$ cat config.mk
export PLATFORM = sky130hd
export DESIGN_NAME = bcd2bin_seq_flat
export DESIGN_NICKNAME = d
export VERILOG_FILES = /design/src/rtl/bcd_pkg.sv /design/src/rtl/bcd2bin_seq_if.sv /design/src/rtl/bcd2bin_seq_sub3.sv /design/src/rtl/bcd2bin_seq.sv /design/src/flat_wrapper.sv
export SDC_FILE = /design/constraint.sdc
export NUM_CORES = 1
export LEC_CHECK = 0
export ABC_AREA = 1
export ABC_CLOCK_PERIOD_IN_PS = 3200
export CORE_MARGIN = 10
export CORE_UTILIZATION = 30
export DETAILED_ROUTE_END_ITERATION = 10
export PLACE_DENSITY = 0.57
export SLEW_MARGIN = 20
export SYNTH_ARGS = -nofsm -noshare
export SYNTH_HDL_FRONTEND = slang
export SYNTH_SLANG_ARGS = --single-unit
$ cat constraint.sdc
create_clock -name clk -period 3.2 [get_ports clk]
set_input_delay 0.8 -clock clk [delete_from_list [all_inputs] [get_ports clk]]
set_output_delay 0.8 -clock clk [all_outputs]
set_load 0.03 [all_outputs]
$ cat src/rtl/bcd_pkg.sv
// Shared types, constants and helpers for the packed-BCD to binary converter.
package bcd_pkg;

  localparam int unsigned DIGIT_W = 4;
  localparam logic [DIGIT_W-1:0] BCD_MAX_DIGIT = 4'd9;

  typedef enum logic [1:0] {
    IDLE = 2'd0,
    CONV = 2'd1,
    DONE = 2'd2
  } state_t;

  // True when a 4-bit field holds a legal decimal digit (0..9).
  function automatic logic is_bcd_digit(input logic [DIGIT_W-1:0] d);
    return (d <= BCD_MAX_DIGIT);
  endfunction

endpackage

$ cat src/rtl/bcd2bin_seq_if.sv
// Valid/ready bus between the BCD producer and the binary consumer.
interface bcd2bin_seq_if
  import bcd_pkg::*;
#(
  parameter int unsigned NDIGITS = 3,
  parameter int unsigned BIN_W   = 10
);

  localparam int unsigned BCD_W = DIGIT_W * NDIGITS;

  logic             in_valid;
  logic             in_ready;
  logic [BCD_W-1:0] bcd_in;
  logic             out_valid;
  logic             out_ready;
  logic [BIN_W-1:0] bin_out;
  logic             err;

  // Producer/consumer side (drives BCD words, accepts results).
  modport master (
    output in_valid, bcd_in, out_ready,
    input  in_ready, out_valid, bin_out, err
  );

  // Converter side.
  modport slave (
    input  in_valid, bcd_in, out_ready,
    output in_ready, out_valid, bin_out, err
  );

endinterface

$ cat src/rtl/bcd2bin_seq_sub3.sv
// Per-digit correction for reverse double-dabble: fields >= 8 lose 3.
module bcd2bin_seq_sub3
  import bcd_pkg::*;
(
  input  logic [DIGIT_W-1:0] a_i,
  output logic [DIGIT_W-1:0] y_c_o
);

  // 4-bit wraparound arithmetic; no carry leaves the digit.
  always_comb begin
    y_c_o = a_i;
    if (a_i >= 4'd8) y_c_o = a_i - 4'd3;
  end

endmodule

$ cat src/rtl/bcd2bin_seq.sv
// Sequential packed-BCD to binary converter (reverse double-dabble, one bit per cycle).
module bcd2bin_seq
  import bcd_pkg::*;
#(
  parameter int unsigned NDIGITS = 3,
  parameter int unsigned BIN_W   = 10
)(
  input  logic               clk,
  input  logic               reset_n,
  bcd2bin_seq_if.slave       bus
);

  localparam int unsigned BCD_W = DIGIT_W * NDIGITS;
  localparam int unsigned RW    = BCD_W + BIN_W;
  localparam int unsigned CNT_W = (BIN_W > 1) ? $clog2(BIN_W) : 1;
  localparam logic [CNT_W-1:0] CNT_LAST = CNT_W'(BIN_W - 1);

  state_t            state_q, state_d;
  logic [RW-1:0]     sreg_q, sreg_d;
  logic [CNT_W-1:0]  cnt_q, cnt_d;
  logic [BIN_W-1:0]  bin_q, bin_d;
  logic              err_q, err_d;
  logic              out_valid_q, out_valid_d;
  logic              in_ready_q, in_ready_d;

  logic [RW-1:0]     shifted;
  logic [RW-1:0]     corrected;
  logic [BCD_W-1:0]  digits_fix;
  logic              bad_digit;

  assign shifted = sreg_q >> 1;

  // Digit correction applied to the BCD field after each right shift.
  for (genvar k = 0; k < NDIGITS; k++) begin : g_sub3
    bcd2bin_seq_sub3 u_sub3 (
      .a_i   (shifted[BIN_W + k*DIGIT_W +: DIGIT_W]),
      .y_c_o (digits_fix[k*DIGIT_W +: DIGIT_W])
    );
  end

  assign corrected = {digits_fix, shifted[BIN_W-1:0]};

  // Flag any offered digit outside 0..9.
  always_comb begin
    bad_digit = 1'b0;
    for (int k = 0; k < NDIGITS; k++) begin
      if (!is_bcd_digit(bus.bcd_in[k*DIGIT_W +: DIGIT_W])) bad_digit = 1'b1;
    end
  end

  // Next-state and registered-output logic.
  always_comb begin
    state_d     = state_q;
    sreg_d      = sreg_q;
    cnt_d       = cnt_q;
    bin_d       = bin_q;
    err_d       = err_q;
    out_valid_d = out_valid_q;
    in_ready_d  = in_ready_q;

    unique case (state_q)
      IDLE: begin
        if (bus.in_valid && in_ready_q) begin
          in_ready_d = 1'b0;
          if (bad_digit) begin
            err_d       = 1'b1;
            bin_d       = '0;
            out_valid_d = 1'b1;
            state_d     = DONE;
          end else begin
            sreg_d  = {bus.bcd_in, {BIN_W{1'b0}}};
            cnt_d   = CNT_LAST;
            err_d   = 1'b0;
            state_d = CONV;
          end
        end
      end
      CONV: begin
        sreg_d = corrected;
        if (cnt_q == '0) begin
          bin_d       = corrected[BIN_W-1:0];
          out_valid_d = 1'b1;
          state_d     = DONE;
        end else begin
          cnt_d = cnt_q - CNT_W'(1);
        end
      end
      DONE: begin
        if (bus.out_ready) begin
          out_valid_d = 1'b0;
          in_ready_d  = 1'b1;
          state_d     = IDLE;
        end
      end
      default: begin
        out_valid_d = 1'b0;
        in_ready_d  = 1'b1;
        state_d     = IDLE;
      end
    endcase
  end

  // State and datapath registers with synchronous active-low reset.
  always_ff @(posedge clk) begin
    if (!reset_n) begin
      state_q     <= IDLE;
      sreg_q      <= '0;
      cnt_q       <= '0;
      bin_q       <= '0;
      err_q       <= 1'b0;
      out_valid_q <= 1'b0;
      in_ready_q  <= 1'b1;
    end else begin
      state_q     <= state_d;
      sreg_q      <= sreg_d;
      cnt_q       <= cnt_d;
      bin_q       <= bin_d;
      err_q       <= err_d;
      out_valid_q <= out_valid_d;
      in_ready_q  <= in_ready_d;
    end
  end

  assign bus.in_ready  = in_ready_q;
  assign bus.out_valid = out_valid_q;
  assign bus.bin_out   = bin_q;
  assign bus.err       = err_q;

endmodule

$ cat src/flat_wrapper.sv
// flat-port wrapper written by rule: the top's interface ports become plain ports
module bcd2bin_seq_flat import bcd_pkg::*;
#(
  parameter int unsigned NDIGITS = 3,
  parameter int unsigned BIN_W   = 10
)
  (clk, reset_n, bus_in_valid, bus_bcd_in, bus_out_ready, bus_in_ready, bus_out_valid, bus_bin_out, bus_err);
  bcd2bin_seq_if #(.NDIGITS(NDIGITS), .BIN_W(BIN_W)) bus_i ();
  input  logic clk;
  input  logic reset_n;
  input wire logic [$bits(bus_i.in_valid)-1:0] bus_in_valid;
  input wire logic [$bits(bus_i.bcd_in)-1:0] bus_bcd_in;
  input wire logic [$bits(bus_i.out_ready)-1:0] bus_out_ready;
  output wire logic [$bits(bus_i.in_ready)-1:0] bus_in_ready;
  output wire logic [$bits(bus_i.out_valid)-1:0] bus_out_valid;
  output wire logic [$bits(bus_i.bin_out)-1:0] bus_bin_out;
  output wire logic [$bits(bus_i.err)-1:0] bus_err;
  assign bus_i.in_valid = bus_in_valid;
  assign bus_i.bcd_in = bus_bcd_in;
  assign bus_i.out_ready = bus_out_ready;
  assign bus_in_ready = bus_i.in_ready;
  assign bus_out_valid = bus_i.out_valid;
  assign bus_bin_out = bus_i.bin_out;
  assign bus_err = bus_i.err;
  bcd2bin_seq #(.NDIGITS(NDIGITS), .BIN_W(BIN_W)) u_core (.clk(clk), .reset_n(reset_n), .bus(bus_i));
endmodule
==> results of run 1 <==
layout make-up:
class                           instances  area (um2)
Fill cell                             693        3930
Multi-Input combinational cell        211         991
Sequential cell                        40         801
Timing Repair Buffer                   33         318
Inverter                               32         120
Tap cell                               77        96.3
Clock buffer                            7        86.3
Clock inverter                          1        7.51
metal layers:
layer | track usage | routed length, um
met1 | 0.119 | 2250
met2 | 0.147 | 2090
met3 | 0.0343 | 235
met4 | 0.0418 | 88
met5 | 0 | 0
kinds of logic after synthesis:
| group | Yosys count | synth area share |
|---|---|---|
| adders and majority gates | 6 | 0.0381 |
| buffers and inverters | 43 | 0.0902 |
| and+or+nand+nor | 159 | 0.342 |
| DFF | 40 | 0.407 |
| AOI/OAI and AO/OA | 45 | 0.118 |
| xor gates and xnor gates | 1 | 0.00445 |
flip-flops by register name, summed over array words and instances (netlist names):
register and cells:
u_core.bus.out_valid 1, u_core.cnt_q 4, u_core.bus.in_ready 1, u_core.state_q 2, u_core.sreg_q 21, u_core.bus.bin_out 10, u_core.bus.err 1
worst min-delay path by stage:
stage / start / to / depth (start not counted)
floorplan: u_core.cnt_q[0]$_SDFFE_PN0P_ / u_core.cnt_q[0]$_SDFFE_PN0P_ / 2
global placement: u_core.cnt_q[0]$_SDFFE_PN0P_ / u_core.cnt_q[0]$_SDFFE_PN0P_ / 2
detailed placement: u_core.sreg_q[9]$_SDFFE_PN0P_ / u_core.sreg_q[9]$_SDFFE_PN0P_ / 2
CTS: u_core.sreg_q[4]$_SDFFE_PN0P_ / u_core.sreg_q[4]$_SDFFE_PN0P_ / 2
global route: u_core.sreg_q[19]$_SDFFE_PN0P_ / u_core.sreg_q[19]$_SDFFE_PN0P_ / 2
finish: u_core.sreg_q[4]$_SDFFE_PN0P_ / u_core.sreg_q[4]$_SDFFE_PN0P_ / 2
worst max-delay path, stage by stage:
cell and delay (ps):
clkdlybuf4s50_1 420, o21ai_0 430, nand3_1 160, nand2_1 330
nand2_1 120, buf_4 190, nand2_1 60, a21oi_1 50
power groups by stage:
stage	Clock, mW	Combinational (mW)	Sequential [mW]
6_report	0.351	0.446	0.593
5_1_grt	0.382	0.505	0.602
4_1_cts	0.363	0.451	0.595
2_1_floorplan	0	0.236	0.673
3_5_place_dp	0	0.448	0.606
3_3_place_gp	0	0.446	0.605
cell usage in the layout (no fill, tap or decap), types with 2 or more instances in the layout:
cell type / n
nor2_2: 2
ha_1: 6
clkdlybuf4s50_1: 28
dfxtp_1: 40
o21ai_0: 11
inv_1: 31
nand4_1: 3
o21bai_1: 3
nor2_1: 31
clkbuf_8: 6
buf_4: 5
nand2_4: 2
a21oi_1: 31
nand3_1: 24
nand2_2: 2
or2_2: 2
nand2_1: 91
per-stage QoR:
step / instance area [um2] / std cells / power (mW) / hold slack, ps
2_1_floorplan: 1970 / 294 / 0.909 / 434
3_5_place_dp: 2330 / 393 / 1.05 / 452
5_1_grt: 2420 / 401 / 1.49 / 483
6_report: 2420 / 401 / 1.39 / 462
3_3_place_gp: 2330 / 393 / 1.05 / 445
4_1_cts: 2420 / 401 / 1.41 / 465
==> metrics.txt, run 1 <==
Sw Ratio=0.352; minimum clock period=2400 ps; commonest cells in the netlist=91 x nand2_1, 40 x dfxtp_1, 31 x a21oi_1, 31 x inv_1, 31 x nor2_1; Internal Pwr Total=900 uW; Die Ht=101 um; Num CTS Buffers=5; Yosys cell types=21; sequential area share after synthesis=0.407; antenna violations before repair=0; DIE AREA=10200 um2; drt wl/cell=11.6 um; root buf cell=clkbuf_8; Port-buffer cells=28; reg2reg end=u_core.sreg_q[11]$_SDFFE_PN0P_; Max Cap Violations=0; syn_nets=316; initial core utilization=0.310; routability cong.=0.830; crit path launch=bus_bcd_in[1]; Yosys top cell area share=0.407; Leak Pwr=1.10 nW; crit start category=input port; Crit Path Max Fanout=12; top post-synthesis cells by area=dfxtp_1 41%, nand2_1 17%, a21oi_1 7.9%, nand3_1 6.1%, inv_1 5.9%; grt ovf=0; mapped cell area=1970 um2; Clock Tree Buf Depth=2; post-CTS sizing=0; count leader, synth=nand2_1; Routed WL=4660 um; area leader, netlist=dfxtp_1; Worst Path Arrival=2570 ps; Max Fclk=416 MHz; Final Util=0.381; Routed Antenna Nets=0; Comb power frac=0.321; clk_lat worst skew=300 ps; Setup Viol. Count Final=0; Hold Crit Class=register to register; # diodes=0; R2R Setup Slk=1370 ps; clock-pin slew on the worst setup and hold paths=80 ps; Post-synth ARST share=0; Setup TNS=0 ps; clk sinks=40; detailed placement HPWL=3410 um; VDD IR max=0.224 mV; vias in the first global route=1726; DRT Pass-1 Iters=4; ys flop type=dfxtp_1; status=finished, final reports clean; share of layout cells above drive strength 1=0.0648; Place WS=533 ps; DR iter-0 viols=91; unrepaired setup endpoints after global routing=no; CTS tree=done; first-pass GRT wire length=8030 um; pwr/cell area=574 nW/um2; Worst EP required=3370 ps; switching pwr=490 uW; core area=6350 um2; Reg power frac=0.427; postcts setup bufs=0; Clock power frac=0.253; crit end category=register; DR DRC count=0; final worst-path setup slack=797 ps; actual slew at the worst max-slew pin=628 ps; register bit total from synthesis=40; die width=101 um; Clock Skew=8.25 ps; CP Capture Point=u_core.sreg_q[6]$_SDFFE_PN0P_; Synth warnings=0; Post-synth EDFFs=0; floorplan row count=29; Pins Over Slew Limit=0; Fin. Hold Viols=0; I/O pin cnt=29; Syn Inst Count=294; Slew headroom=0.581; Reg2Reg Launch Point=u_core.state_q[1]$_SDFFE_PN0P_; Via density=4.56; period utilisation layout=0.751; H-tree Lvls=2; Synth Area per Inst=6.70 um2; largest net degree at the start of global routing=28; Layout Area Growth over Synthesis=22.9%; critical path type=input port to register; cts hold-fix bufs=0; Tot GR Track Use=0.0961; Worst Reg-to-Reg Cells=6; Final #Nets=345; Vias=1828
(Power assumes the default switching activity.)
==> inputs of run 2 (changes only) <==
--- a/config.mk
+++ b/config.mk
@@ -6,11 +6,11 @@
 export NUM_CORES = 1
 export LEC_CHECK = 0
 export ABC_AREA = 1
-export ABC_CLOCK_PERIOD_IN_PS = 3200
+export ABC_CLOCK_PERIOD_IN_PS = 2000
 export CORE_MARGIN = 10
 export CORE_UTILIZATION = 30
 export DETAILED_ROUTE_END_ITERATION = 10
-export PLACE_DENSITY = 0.57
+export PLACE_DENSITY = 0.59
 export SLEW_MARGIN = 20
 export SYNTH_ARGS = -nofsm -noshare
 export SYNTH_HDL_FRONTEND = slang
==> constraint.sdc (replaced) <==
create_clock -name clk -period 2 [get_ports clk]
set_input_delay 0.5 -clock clk [delete_from_list [all_inputs] [get_ports clk]]
set_output_delay 0.5 -clock clk [all_outputs]
set_load 0.03 [all_outputs]
==> run 2 against run 1 <==
Clock power up 110%; via count grew 2.2%; wire length up 0.21%; final cell count grew 2.0%; sequential power up 60%; first-iteration DRC count decreased by 9.9%; utilization up 1.7 points; worst setup slack got worse by 630 ps.
==> metrics.txt, run 2 (synthesis results as in run 1) <==
routability cong.=0.756; Max Fclk=544 MHz; Routed WL=4670 um; hold path start=u_core.sreg_q[20]$_SDFFE_PN0P_; crit path cell chain=clkdlybuf4s50_1; status=finished, final reports clean; die width=101 um; Worst EP required=1500 ps; Clock Skew=6.35 ps; DR iter-0 viols=82; switching pwr=797 uW; share of layout cells above drive strength 1=0.0904; largest net degree at the start of global routing=28; postcts setup bufs=0; actual slew at the worst max-slew pin=452 ps; clk sinks=40; floorplan row count=29; DRT Pass-1 Iters=6; clk_lat worst skew=300 ps; Setup Viol. Count Final=0; Vias=1868; layout filler cell count=663; most common cell after layout, fill and taps aside=nand2_1; I/O pin cnt=29; unrepaired setup endpoints after global routing=no; Final #Nets=353; CTS tree=done; Comb power frac=0.307; Hold Crit Class=register to register; Leak Pwr=1.16 nW; drt wl/cell=11.4 um; Die Ht=101 um; Layout Area Growth over Synthesis=28.2%; clock-pin slew on the worst setup and hold paths=70 ps; root buf cell=clkbuf_8; Clock power frac=0.300; Num CTS Buffers=5; Post-Layout Inst Area=2520 um2; antenna violations before repair=0; GR peak layer=met2; reg2reg end=u_core.cnt_q[3]$_SDFFE_PN0P_; core area=6350 um2; placed instance area=2400 um2; grt ovf=0; slowest stage cell, crit path=clkdlybuf4s50_1; Top reg by flops=u_core.sreg_q; H-tree Lvls=2; Worst Path Arrival=1340 ps; hold path cells=2; Crit Path Max Fanout=3; Reg power frac=0.393; Routed Antenna Nets=0; Port-buffer cells=28; critical path type=register to output pin; max reg flops=21; Tot GR Track Use=0.0932; worst path bufs/invs=1; # diodes=0; first-pass GRT wire length=7850 um; met1 Usage GRT=0.113; CP delay by family, top=buffers and inverters; final hold slack=462 ps; cts hold-fix bufs=0; vias in the first global route=1726; Sw Ratio=0.330; Worst path max stage delay=680 ps; Reg2Reg Launch Point=u_core.state_q[1]$_SDFFE_PN0P_; DIE AREA=10200 um2; pwr/cell area=958 nW/um2; Hold EP=u_core.sreg_q[20]$_SDFFE_PN0P_; Internal Pwr Total=1.62 mW; detailed placement HPWL=3370 um; DR DRC count=0; Fin. Hold Viols=0; met2 Track Usage GR=0.149; post-CTS sizing=0; crit end category=output pin; Pins Over Slew Limit=0; Slew headroom=0.698; Worst Reg-to-Reg Cells=7; Via density=4.57; period utilisation layout=0.919; minimum clock period=1840 ps; initial core utilization=0.310; Clock Tree Buf Depth=2; most frequent cells in the layout=91 x nand2_1, 40 x dfxtp_1, 31 x inv_1, 31 x nor2_1, 31 x a21oi_1; GR Layer Usage met3=0.0343; R2R Setup Slk=430 ps; crit start category=register; VDD IR max=0.381 mV; Max Cap Violations=0
[run 2: cell count changes in the layout (fill, tap and decap cells not counted)]
cell	change
clkbuf_1	-1
clkinvlp_4	-1
buf_4	+7
buf_12	+1
clkbuf_8	+1
bufinv_16	+1
[run 2: stage by stage]
step / total power [mW] / worst slack (ps) / util / TNS, ps / cells
global route: 2.57 / 98.6 / 0.398 / 0 / 409
CTS: 2.45 / 144 / 0.398 / 0 / 409
floorplan: 1.45 / 517 / - / 0 / 294
detailed placement: 1.72 / -45.6 / 0.378 / -898 / 401
global placement: 1.72 / -54.2 / 0.378 / -969 / 401
finish: 2.42 / 163 / 0.398 / 0 / 409
[run 2: per-layer routing]
metal | up-vias | routed length (um)
li1 | 999 | -
met1 | 835 | 2260
met2 | 29 | 2100
met3 | 5 | 265
met4 | 0 | 52
met5 | - | 0
[run 2: layout make-up]
class / instances / area [um2] / share of cell area
clock buffers: 7 / 96.3 / 0.0382
clock inverters: 1 / 30.0 / 0.0119
inverters: 32 / 120 / 0.0476
multi-input cells: 211 / 991 / 0.392
flip-flops and latches: 40 / 801 / 0.317
well taps: 77 / 96.3 / 0.0382
repair buffers: 41 / 390 / 0.155
[run 2: worst max-delay path by stage]
stage                                       start  slack [ps]  depth (start not counted)                                 end
3_5_place_dp                       bus_bcd_in[10]         -50                          8      u_core.sreg_q[21]$_SDFFE_PN0P_
2_1_floorplan                      bus_bcd_in[10]         520                          7  u_core.bus.bin_out[5]$_SDFFE_PN0P_
3_3_place_gp                       bus_bcd_in[10]         -50                          8      u_core.sreg_q[21]$_SDFFE_PN0P_
6_report         u_core.bus.in_ready$_SDFFE_PN1P_         160                          1                        bus_in_ready
5_1_grt        u_core.bus.bin_out[4]$_SDFFE_PN0P_         100                          1                      bus_bin_out[4]
4_1_cts          u_core.bus.in_ready$_SDFFE_PN1P_         140                          1                        bus_in_ready
[run 2: power by group through the flow]
stage / sequential, mW / combinational, mW / clock [mW]
CTS: 0.952 / 0.753 / 0.742
finish: 0.950 / 0.743 / 0.725
detailed placement: 0.969 / 0.750 / 0
global placement: 0.970 / 0.748 / 0
floorplan: 1.08 / 0.377 / 0
global route: 0.962 / 0.834 / 0.769
